[config.mk]
export PLATFORM = sky130hd
export DESIGN_NAME = dtmf_tone_detector
export DESIGN_NICKNAME = d
export VERILOG_FILES = /design/src/rtl/dtmf_tone_detector.sv
export SDC_FILE = /design/constraint.sdc
export NUM_CORES = 1
export LEC_CHECK = 0
export BUFFER_PORTS_ARGS = -buffer_cell sky130_fd_sc_hd__clkbuf_2
export CELL_PAD_IN_SITES_DETAIL_PLACEMENT = 1
export CELL_PAD_IN_SITES_GLOBAL_PLACEMENT = 2
export CORE_MARGIN = 5
export CORE_UTILIZATION = 38
export DETAILED_ROUTE_END_ITERATION = 8
export PLACE_DENSITY_LB_ADDON = 0.1
export RECOVER_POWER = 25
export SLEW_MARGIN = 20
export SYNTH_ARGS = -nofsm -noshare
export SYNTH_HDL_FRONTEND = slang
export SYNTH_SLANG_ARGS = --single-unit
[constraint.sdc]
create_clock -name clk_1m_in -period 3.16 [get_ports clk_1m_in]
set_clock_uncertainty 0.2 [all_clocks]
set_input_delay 0.158 -clock clk_1m_in [delete_from_list [all_inputs] [get_ports clk_1m_in]]
set_output_delay 0.158 -clock clk_1m_in [all_outputs]
set_load 0.02 [all_outputs]
[src/rtl/dtmf_tone_detector.sv]
// dtmf_tone_detector
// Measures the period of an incoming square-wave tone against the 1 MHz
// system clock, classifies it against the eight DTMF frequencies and
// reports a stable tone code once CONFIRM consecutive periods agree.
`timescale 1ns/1ps

module dtmf_tone_detector #(
   parameter int CONFIRM = 4
) (
   input  logic        clk_1m_in,
   input  logic        reset_b,
   input  logic        tone_in,
   output logic        tone_valid,
   output logic [2:0]  tone_code,
   output logic [10:0] period_out,
   output logic        period_strobe
);

   typedef enum logic {
      IDLE    = 1'b0,
      MEASURE = 1'b1
   } state_t;

   localparam logic [10:0] COUNT_MAX = 11'd2047;
   localparam logic [3:0]  CONFIRM_W = 4'(CONFIRM);

   // Inclusive period windows in clock cycles, indexed by tone code.
   localparam logic [10:0] WIN_LO [8] = '{11'd1414, 11'd1280, 11'd1156, 11'd1047,
                                          11'd815,  11'd738,  11'd667,  11'd603};
   localparam logic [10:0] WIN_HI [8] = '{11'd1456, 11'd1318, 11'd1192, 11'd1079,
                                          11'd839,  11'd760,  11'd687,  11'd621};

   state_t      state_reg, state_next;
   logic        sync1_reg, sync2_reg, sync3_reg;
   logic        rise_reg;
   logic [10:0] count_reg, count_next;
   logic [10:0] period_reg, period_next;
   logic        strobe_reg, strobe_next;
   logic        timeout;

   logic [7:0]  hit_vec;
   logic        hit;
   logic [2:0]  cls;

   logic [3:0]  match_reg, match_next;
   logic [2:0]  cand_reg, cand_next;
   logic        valid_reg, valid_next;
   logic [2:0]  code_reg, code_next;

   // Two-flop synchronizer, a third flop for edge detection, and a
   // registered rising-edge flag that the FSM consumes.
   always_ff @(posedge clk_1m_in or negedge reset_b) begin
      if (!reset_b) begin
         sync1_reg <= 1'b0;
         sync2_reg <= 1'b0;
         sync3_reg <= 1'b0;
         rise_reg  <= 1'b0;
      end else begin
         sync1_reg <= tone_in;
         sync2_reg <= sync1_reg;
         sync3_reg <= sync2_reg;
         rise_reg  <= sync2_reg & ~sync3_reg;
      end
   end

   // FSM and period counter state registers.
   always_ff @(posedge clk_1m_in or negedge reset_b) begin
      if (!reset_b) begin
         state_reg  <= IDLE;
         count_reg  <= '0;
         period_reg <= '0;
         strobe_reg <= 1'b0;
      end else begin
         state_reg  <= state_next;
         count_reg  <= count_next;
         period_reg <= period_next;
         strobe_reg <= strobe_next;
      end
   end

   // Next-state logic: an edge in MEASURE captures the period even when the
   // counter has just saturated, so the edge takes priority over timeout.
   always_comb begin
      state_next  = state_reg;
      count_next  = count_reg;
      period_next = period_reg;
      strobe_next = 1'b0;
      timeout     = 1'b0;
      case (state_reg)
         IDLE: begin
            if (rise_reg) begin
               count_next = 11'd1;
               state_next = MEASURE;
            end
         end
         MEASURE: begin
            if (rise_reg) begin
               period_next = count_reg;
               strobe_next = 1'b1;
               count_next  = 11'd1;
            end else if (count_reg == COUNT_MAX) begin
               timeout    = 1'b1;
               state_next = IDLE;
            end else begin
               count_next = count_reg + 11'd1;
            end
         end
         default: state_next = IDLE;
      endcase
   end

   // One comparator pair per DTMF window on the captured period.
   generate
      for (genvar gi = 0; gi < 8; gi++) begin : g_window
         assign hit_vec[gi] = (period_reg >= WIN_LO[gi]) && (period_reg <= WIN_HI[gi]);
      end
   endgenerate

   // Windows are disjoint, so at most one bit of hit_vec is set.
   always_comb begin
      hit = 1'b0;
      cls = 3'd0;
      for (int i = 0; i < 8; i++) begin
         if (hit_vec[i]) begin
            hit = 1'b1;
            cls = 3'(i);
         end
      end
   end

   // Confirmation: count consecutive same-class periods; a miss, a class
   // change or a timeout drops tone_valid while tone_code keeps its value.
   always_comb begin
      match_next = match_reg;
      cand_next  = cand_reg;
      valid_next = valid_reg;
      code_next  = code_reg;
      if (strobe_reg) begin
         if (!hit) begin
            match_next = 4'd0;
            valid_next = 1'b0;
         end else if (cls == cand_reg) begin
            match_next = (match_reg >= CONFIRM_W) ? CONFIRM_W : 4'(match_reg + 4'd1);
         end else begin
            cand_next  = cls;
            match_next = 4'd1;
            valid_next = 1'b0;
         end
         if (hit && (match_next == CONFIRM_W)) begin
            valid_next = 1'b1;
            code_next  = cand_next;
         end
      end else if (timeout) begin
         match_next = 4'd0;
         valid_next = 1'b0;
      end
   end

   // Confirmation state registers.
   always_ff @(posedge clk_1m_in or negedge reset_b) begin
      if (!reset_b) begin
         match_reg <= '0;
         cand_reg  <= '0;
         valid_reg <= 1'b0;
         code_reg  <= '0;
      end else begin
         match_reg <= match_next;
         cand_reg  <= cand_next;
         valid_reg <= valid_next;
         code_reg  <= code_next;
      end
   end

   assign tone_valid    = valid_reg;
   assign tone_code     = code_reg;
   assign period_out    = period_reg;
   assign period_strobe = strobe_reg;

endmodule
# Word level (Yosys, flattened, before mapping)
# Index checks and enable logic that the tools add are counted.
# op_classes
order_cmp	17
shifts	0
mul	0
mux	40
div	0
n_bitwise	3
n_eq_ne	6
reduce_logical	14
n_addsub	2
# ops
operator	count
11-bit by 10-bit >= comparator with 1-bit output, second input constant	4
11-bit >= comparator, second input constant	4
11-bit by 10-bit less-or-equal comparator with 1-bit output, second input constant	4
11-bit less-or-equal comparator, second input constant	4
11-bit 2-to-1 mux	3
4-bit 2-to-1 mux	6
11-bit case mux with 2 select lines	1
1-bit 2-to-1 mux	21
3-bit 2-to-1 mux	7
11-bit by 1-bit adder with 11-bit output, second input constant	1
11-bit == test, second input constant	1
1-bit logical AND	9
2-bit AND reduction	4
4-bit by 1-bit adder with 4-bit output, second input constant	1
4-bit by 3-bit == test with 1-bit output, second input constant	1
4-bit by 3-bit >= comparator with 1-bit output, second input constant	1
4-bit by 3-bit inequality test with 1-bit output, second input constant	1
3-bit == test	1
3-bit inequality test, second input constant	1
2-bit 2-to-1 mux	1
2-bit inequality test, second input constant	1
1-bit inverter	2
1-bit case mux with 2 select lines	1
2-bit nonzero test	1
1-bit bitwise AND	1
# totals
mem_count	0
elab_cells	94
latch_bits	0
regBits	39
mem_bits_rw	0
mem_bits_ro	0

# Logic depth before layout (Yosys ltp)
# Gate-level depths: netlist of the first run.
# depth
depth_word	17
ltp_mapped	8
ltp_nobuf	8

# Worst setup path after synthesis of the first run
# OpenSTA, ideal clock, no wires.
# synth_timing
path_kind	register -> register
startpoint	register period_reg[6] (netlist: period_out[6])
endpoint	register code_reg[1] (netlist: tone_code[1])
stages_incl_launch_ff	7
path_buffers	0
setup_ns	0.125
path_slack_ns	0.476
period_less_slack_ns	2.684
t_arrival_ns	2.359
cell_sequence	dfrtp_1 > or4b_1 > or4_1 > and3_4 > mux2i_4 > nand4_4 > mux2_4
# synth_between
elab_chain_len	16
word_cells_on_any_way	48
cone_classes	order compare: 16; eq/ne: 2; mux: 20; reduce/logical: 10
# synth_rtl
item	line_no	text
start: declaration	37	logic [10:0] period_reg, period_next;
start signal: assignment	76	period_reg <= period_next;
11-bit >= comparator / 11-bit less-or-equal comparator (equally long branches)	115	assign hit_vec[gi] = (period_reg >= WIN_LO[gi]) && (period_reg <= WIN_HI[gi]);
1-bit logical AND	115	
1-bit 2-to-1 mux	124	if (hit_vec[i]) begin
2-bit 2-to-1 mux	124	
3-bit 2-to-1 mux (5 in series)	124	
3-bit == test	142	end else if (cls == cand_reg) begin
4-bit 2-to-1 mux	142	
4-bit 2-to-1 mux	139	if (!hit) begin
4-bit 2-to-1 mux	138	if (strobe_reg) begin
4-bit by 3-bit == test with 1-bit output	149	if (hit && (match_next == CONFIRM_W)) begin
1-bit logical AND	149	
2-bit AND reduction (no line)	-	
end signal: assignment	170	code_reg <= code_next;
end: declaration	48	logic [2:0] code_reg, code_next;
# Several ways; a longest one is shown, not always the timed one. The select of a mux whose other input is x is not followed.
# A chain may end at the register's enable or synchronous reset.

# Worst setup path in the final report of the first run
# layout_timing
startpoint	register period_reg[10] (netlist: period_out[10])
endpoint	register code_reg[1] (netlist: tone_code[1])
# Same word-level chain as after synthesis.

==> summary.md, run 1 <==
| Metric | Value |
|---|---|
| Core Box Area | `about 0.0054 mm²` |
| CP delay by family, top | `simple AND/OR/NAND/NOR gates` |
| Final Cycle Share | `between 80% and 90%` |
| Clock latency on the worst-skew pair | `about 0.28 ns` |
| Worst VDD drop | `around 0.29 mV` |
| Cts repair resizes | `0` |
| Most frequent cells in the layout | `39 x dfrtp_1, 16 x nor2_1, 12 x nand2_1, 11 x a21oi_1, 11 x clkbuf_1` |
| Clk slew on worst S/H paths | `about 0.080 ns` |
| Highest metal used | `met4` |
| Hold WC Path Type | `register to register` |
| Max_cap viols | `1` |
| Leak Pwr | `between 1 and 1.5 nW` |
| Final min period | `approximately 2.8 ns` |
| CTS max path bufs | `2` |
| Critical-path maximum fanout | `8` |
| Ys async rst share | `100%` |
| Top cells by area, synth | `dfrtp_1 47%, mux2_2 4.3%, nor2_1 2.9%, a21oi_1 2.6%, nand2_1 2.2%` |
| Final Hold Fails | `0` |
| Placed inst area | `between 0.002 and 0.0025 mm²` |
| Met3 Wirelength | `about 130 µm` |
| Startpoint types | `register` |
| Worst path required time | `3.13 ns` |
| Layout Nets | `224` |
| Worst slew pin tran | `2.11 ns` |
| Commonest non-fill, non-tap cell in the layout | `dfrtp_1` |
| Final Max Slew Viols | `40` |
| RSZ-0062 raised after global routing | `no` |
| Syn nets | `204` |
| Tot GR Track Use | `about 14%` |
| Fraction of layout cells with a size suffix above 1 | `roughly a fifth` |
| Vias in the first global route | `1,660` |
| FF+latch count, synth | `39` |
| RR Startpoint | `period_out[10]` |
| Critical Path, Cell by Cell | `or4bb_1 -> nor4b_1 -> a311oi_2 -> and3_4 -> mux2i_4 -> nand4_4 -> mux2_4` |
| Crit. End Element | `register` |
| Mean Syn Cell Area | `between 10 and 15 µm²` |
| Row Count | `27` |
| Die width | `roughly 84 µm` |
| H-tree levels | `2` |
| CTS tree | `yes` |
| M1 wire length | `around 2200 µm` |
| CP Capture Point | `tone_code[1]` |
| Final WL | `approximately 4700 µm` |
| Cells after Synth | `199` |
| Critical path type | `register to register` |
| Failing checks | `capacitance limit, slew limit` |
| WP data arrival | `between 2 and 3 ns` |
| Post-synth EDFFs | `0` |
| Fin area | `~0.0023 mm²` |
| Drt first-iter violations | `31` |
| CP Buf/Inv Count | `0` |
| Die Height | `84.2 µm` |
| Post-synth top flop | `dfrtp_1` |
| Worst path slowest cell | `or4bb_1` |
| Via count | `around 1,600` |
| Synth area leader | `dfrtp_1` |
| First-pass GRT wire length | `around 8300 µm` |
| Setup slack at placement | `0.388 ns` |
| GRT overflow | `0` |
| Hold path cells | `0` |
| Setup-failing EPs final | `0` |
| Outcome | `finished, violations left` |
| Seq/Total Area, Yosys | `approximately 47%` |
| Relative slew slack | `-40.6%` |
| Die area | `0.00710 mm²` |
| Post-detail-place hpwl | `3440 µm` |
| Top-area cell type share of the netlist area | `46.6%` |
| WL met2 | `approximately 2300 µm` |
| Synth Cell Area | `between 0.002 and 0.0025 mm²` |
| FMAX | `roughly 360 MHz` |
| Clock root cell | `clkbuf_8` |
| DRT Pass-1 Iters | `4` |
| Worst setup margin | `0.401 ns` |
| Reg2Reg Setup Slack | `0.40 ns` |
| Worst R2R End | `tone_code[1]` |
| Drc violations | `0` |
| # IOs | `19` |
| Ys Warns | `0` |
| # diodes | `0` |
| Layout Cells excl Fill | `between 200 and 300` |
| Routed Antenna Nets | `0` |
| Final GP Congestion | `around 0.80` |
| Synth cell types | `61` |
| Port Buffer Count | `18` |
| Hold buffer count at cts | `2` |
| Via density | `5.47` |
| CP max stage delay | `0.55 ns` |
| Crit path launch | `period_out[10]` |
| Setup TNS | `0 ns` |
| Worst path depth | `7` |
| Worst r2r path cells | `7` |
| Cells after DPL | `between 200 and 300` |
| Clock sink count | `39` |
| Total CTS buffers | `5` |
| Antenna violations before repair | `0` |
| P per Cell Area | `about 540 mW/mm²` |
| Pin count of the biggest net entering global routing | `40` |
| WL/cell | `16.0 µm` |
| Area delta synth->final | `12.2%` |
| Initial cell density of the core | `38.5%` |
| Post-CTS Setup Bufs | `0` |
[cell usage after synthesis (2+ instances only)]
| cell | count |
|---|---|
| nand3b_1 | 2 |
| inv_1 | 9 |
| a21oi_1 | 11 |
| a31o_2 | 2 |
| a21boi_0 | 2 |
| nor2_1 | 16 |
| or4b_1 | 2 |
| xor2_1 | 5 |
| o21ai_1 | 2 |
| nand2_1 | 12 |
| o22ai_1 | 2 |
| dfrtp_1 | 39 |
| mux2i_1 | 3 |
| nand4_1 | 5 |
| nand2b_1 | 3 |
| buf_2 | 4 |
| clkbuf_1 | 4 |
| mux2_2 | 8 |
| a211oi_1 | 3 |
| nand3_1 | 3 |
| or4_1 | 2 |
| nor4_1 | 4 |
| xnor2_1 | 5 |
| o21ai_0 | 8 |
| or2_2 | 2 |
| nor2b_1 | 2 |
| nor3_1 | 4 |
| ha_1 | 2 |
[metrics by stage]
step | power [mW] | util (%) | hold slack (ns)
2_1_floorplan | 0.852 | - | -0.338
3_3_place_gp | 0.934 | 41.3 | 0.0683
3_5_place_dp | 0.944 | 41.3 | 0.0685
4_1_cts | 1.30 | 43.4 | 0.159
5_1_grt | 1.38 | 43.2 | 0.162
6_report | 1.28 | 43.2 | 0.154
[cells by family after synthesis]
logic type                 synth area share, %
and+or+nand+nor                           22.5
muxes                                     8.06
adders and majority gates                 1.19
DFF                                       46.6
buffers and inverters                     3.29
xor gates and xnor gates                  4.96
AOI/OAI and AO/OA                         13.4
[report_power, final]
part	switching, mW	internal [mW]	leakage (nW)	total, mW
combinational	0.133	0.120	0.441	0.253
sequential	0.130	0.548	0.518	0.678
clock	0.169	0.179	0.0484	0.348
[per-layer routing]
metal	up-vias	global-route usage, %
met5	-	0
met3	2	3.63
li1	770	-
met2	17	24.3
met1	808	18.0
met4	0	3.51
[worst min path at each step]
| stage | slack [ns] | start | end |
|---|---|---|---|
| after CTS | 0.16 | sync1_reg | sync2_reg |
| after global placement | 0.07 | tone_in | sync1_reg |
| after floorplan | -0.34 | reset_b | cand_reg[0] |
| after detailed placement | 0.07 | tone_in | sync1_reg |
| after global routing | 0.16 | sync1_reg | sync2_reg |
| final | 0.15 | sync1_reg | sync2_reg |
[layout make-up]
type	instances	area, µm²
repair buffers	21	105
fillers	611	3090
multi-input cells	143	1050
inverters	9	33.8
flip-flops and latches	39	976
clock buffers	7	86.3
clock inverters	1	8.76
well taps	72	90.1
(Power assumes the default switching activity.)
==> inputs of run 2 (changes only) <==
--- a/config.mk
+++ b/config.mk
@@ -5,12 +5,12 @@
 export SDC_FILE = /design/constraint.sdc
 export NUM_CORES = 1
 export LEC_CHECK = 0
-export BUFFER_PORTS_ARGS = -buffer_cell sky130_fd_sc_hd__clkbuf_2
 export CELL_PAD_IN_SITES_DETAIL_PLACEMENT = 1
 export CELL_PAD_IN_SITES_GLOBAL_PLACEMENT = 2
 export CORE_MARGIN = 5
-export CORE_UTILIZATION = 38
+export CORE_UTILIZATION = 41
 export DETAILED_ROUTE_END_ITERATION = 8
+export DONT_BUFFER_PORTS = 1
 export PLACE_DENSITY_LB_ADDON = 0.1
 export RECOVER_POWER = 25
 export SLEW_MARGIN = 20
==> summary.md, run 2 (synthesis gave the netlist of run 1 again) <==
| Metric | Value |
|---|---|
| Hold WC Path Type | `register to register (unchanged)` |
| DRT Pass-1 Iters | `3 (was 4)` |
| Area delta synth->final | `10.8% (was 12.2%)` |
| Final Max Slew Viols | `40 (unchanged)` |
| Clock latency on the worst-skew pair | `0.28 ns (about the same)` |
| Cts repair resizes | `0 (unchanged)` |
| Post-detail-place hpwl | `3580 µm (was 3440 µm)` |
| RSZ-0062 raised after global routing | `no (unchanged)` |
| Pin count of the biggest net entering global routing | `40 (unchanged)` |
| Tot GR Track Use | `16.4% (was 14.2%)` |
| Setup-failing EPs final | `0 (unchanged)` |
| Worst VDD drop | `0.262 mV (was 0.290 mV)` |
| WL/cell | `17.7 µm (was 16.0 µm)` |
| Relative slew slack | `-36.6% (was -40.6%)` |
| Fin Hold WS | `0.161 ns (was 0.154 ns)` |
| Die width | `81.5 µm (was 84.2 µm)` |
| Final WL | `4900 µm (was 4670 µm)` |
| GRT overflow | `0 (unchanged)` |
| Antenna violations before repair | `0 (unchanged)` |
| Commonest non-fill, non-tap cell in the layout | `dfrtp_1 (unchanged)` |
| Final Hold Fails | `0 (unchanged)` |
| Final GP Congestion | `0.801 (was 0.799)` |
| FMAX | `334 MHz (was 362 MHz)` |
| Via density | `5.65 (was 5.47)` |
| Max_cap viols | `1 (unchanged)` |
| First-pass GRT wire length | `8360 µm (was 8310 µm)` |
| Final min period | `2.99 ns (was 2.76 ns)` |
| Row Count | `26 (was 27)` |
| # IOs | `19 (unchanged)` |
| Worst setup margin | `0.166 ns (was 0.401 ns)` |
| Drt first-iter violations | `70 (was 31)` |
| Hold buffer count at cts | `3 (was 2)` |
| Failing checks | `capacitance limit, slew limit (unchanged)` |
| Worst slew pin tran | `2.05 ns (was 2.11 ns)` |
| Most frequent cells in the layout | `39 x dfrtp_1, 16 x nor2_1, 12 x nand2_1, 11 x a21oi_1, 9 x inv_1 (was 39 x dfrtp_1, 16 x nor2_1, 12 x nand2_1, 11 x a21oi_1, 11 x clkbuf_1)` |
| Total CTS buffers | `5 (unchanged)` |
| Tot Pwr | `1.34 mW (was 1.28 mW)` |
| Initial cell density of the core | `41.5% (was 38.5%)` |
| Post-CTS Setup Bufs | `0 (unchanged)` |
| Port Buffer Count | `0 (was 18)` |
| Critical-path maximum fanout | `8 (unchanged)` |
| Setup slack at placement | `0.153 ns (was 0.388 ns)` |
| Die area | `0.00664 mm² (was 0.00710 mm²)` |
| Worst r2r path cells | `7 (unchanged)` |
| Clk slew on worst S/H paths | `0.08 ns (about the same)` |
| Core Box Area | `0.00504 mm² (was 0.00544 mm²)` |
| Via count | `1,564 (was 1,597)` |
| Hold path cells | `0 (unchanged)` |
| Routed Antenna Nets | `0 (unchanged)` |
| Critical path type | `register to register (unchanged)` |
| WP data arrival | `2.97 ns (was 2.73 ns)` |
| H-tree levels | `2 (unchanged)` |
| CTS tree | `yes (unchanged)` |
| Leak Pwr | `0.992 nW (was 1.01 nW)` |
| Setup TNS | `0 ns (unchanged)` |
| Final Cycle Share | `94.8% (was 87.3%)` |
| P per Cell Area | `579 mW/mm² (was 544 mW/mm²)` |
| Worst path required time | `3.14 ns (was 3.13 ns)` |
| Startpoint types | `register (unchanged)` |
| Clock sink count | `39 (unchanged)` |
| Outcome | `finished, violations left (unchanged)` |
| Die Height | `81.5 µm (was 84.2 µm)` |
| Crit. End Element | `register (unchanged)` |
| Clock root cell | `clkbuf_8 (unchanged)` |
| # diodes | `0 (unchanged)` |
| Vias in the first global route | `1,647 (was 1,660)` |
| CTS max path bufs | `2 (unchanged)` |
| Layout Nets | `211 (was 224)` |
| Fraction of layout cells with a size suffix above 1 | `19.3% (was 19.5%)` |
| Drc violations | `0 (unchanged)` |
run 2: power by group:
group | leakage, nW | switching (mW) | internal (mW)
combinational | 0.416 | 0.129 | 0.122
sequential | 0.518 | 0.133 | 0.547
clock | 0.0581 | 0.177 | 0.235
total | 0.992 | 0.439 | 0.904
run 2: final cells by class:
class	instances	area, µm²
Timing Repair Buffer	8	61.3
Clock inverter	3	43.8
Inverter	9	33.8
Sequential cell	39	976
Tap cell	70	87.6
Clock buffer	5	68.8
Multi-Input combinational cell	143	1050
Fill cell	563	2720
run 2: worst paths after layout:
| check | startpoint | end | slack, ns |
|---|---|---|---|
| max reg2reg | period_out[10] | tone_code[1] | 0.17 |
| max | period_out[10] | tone_code[1] | 0.17 |
| min reg2reg | sync1_reg | sync2_reg | 0.16 |
| min | sync1_reg | sync2_reg | 0.16 |
| min in group asynchronous | reset_b | tone_code[2] | 0.82 |
| max in group asynchronous | reset_b | period_out[1] | 0.77 |
run 2: layer usage:
metal  track usage [%]  wire (µm)
met5                 0          0
met2              27.6       2400
met4              4.22         61
met3              3.18        146
met1              21.5       2290
run 2: metrics by stage:
step	util, %	area, µm²	std cells
floorplan	-	2090	199
global placement	43.3	2180	266
detailed placement	43.3	2180	266
CTS	46.4	2340	277
global route	46.0	2320	277
finish	46.0	2320	277
run 2: critical path, cell delays in order (launching register included):
cell      delay (ns)
dfrtp_1         0.54
or4bb_1         0.61
nor4_1          0.51
nor2_2          0.11
o211ai_2        0.12
xnor2_1         0.26
nand4_4         0.20
mux2_4          0.33
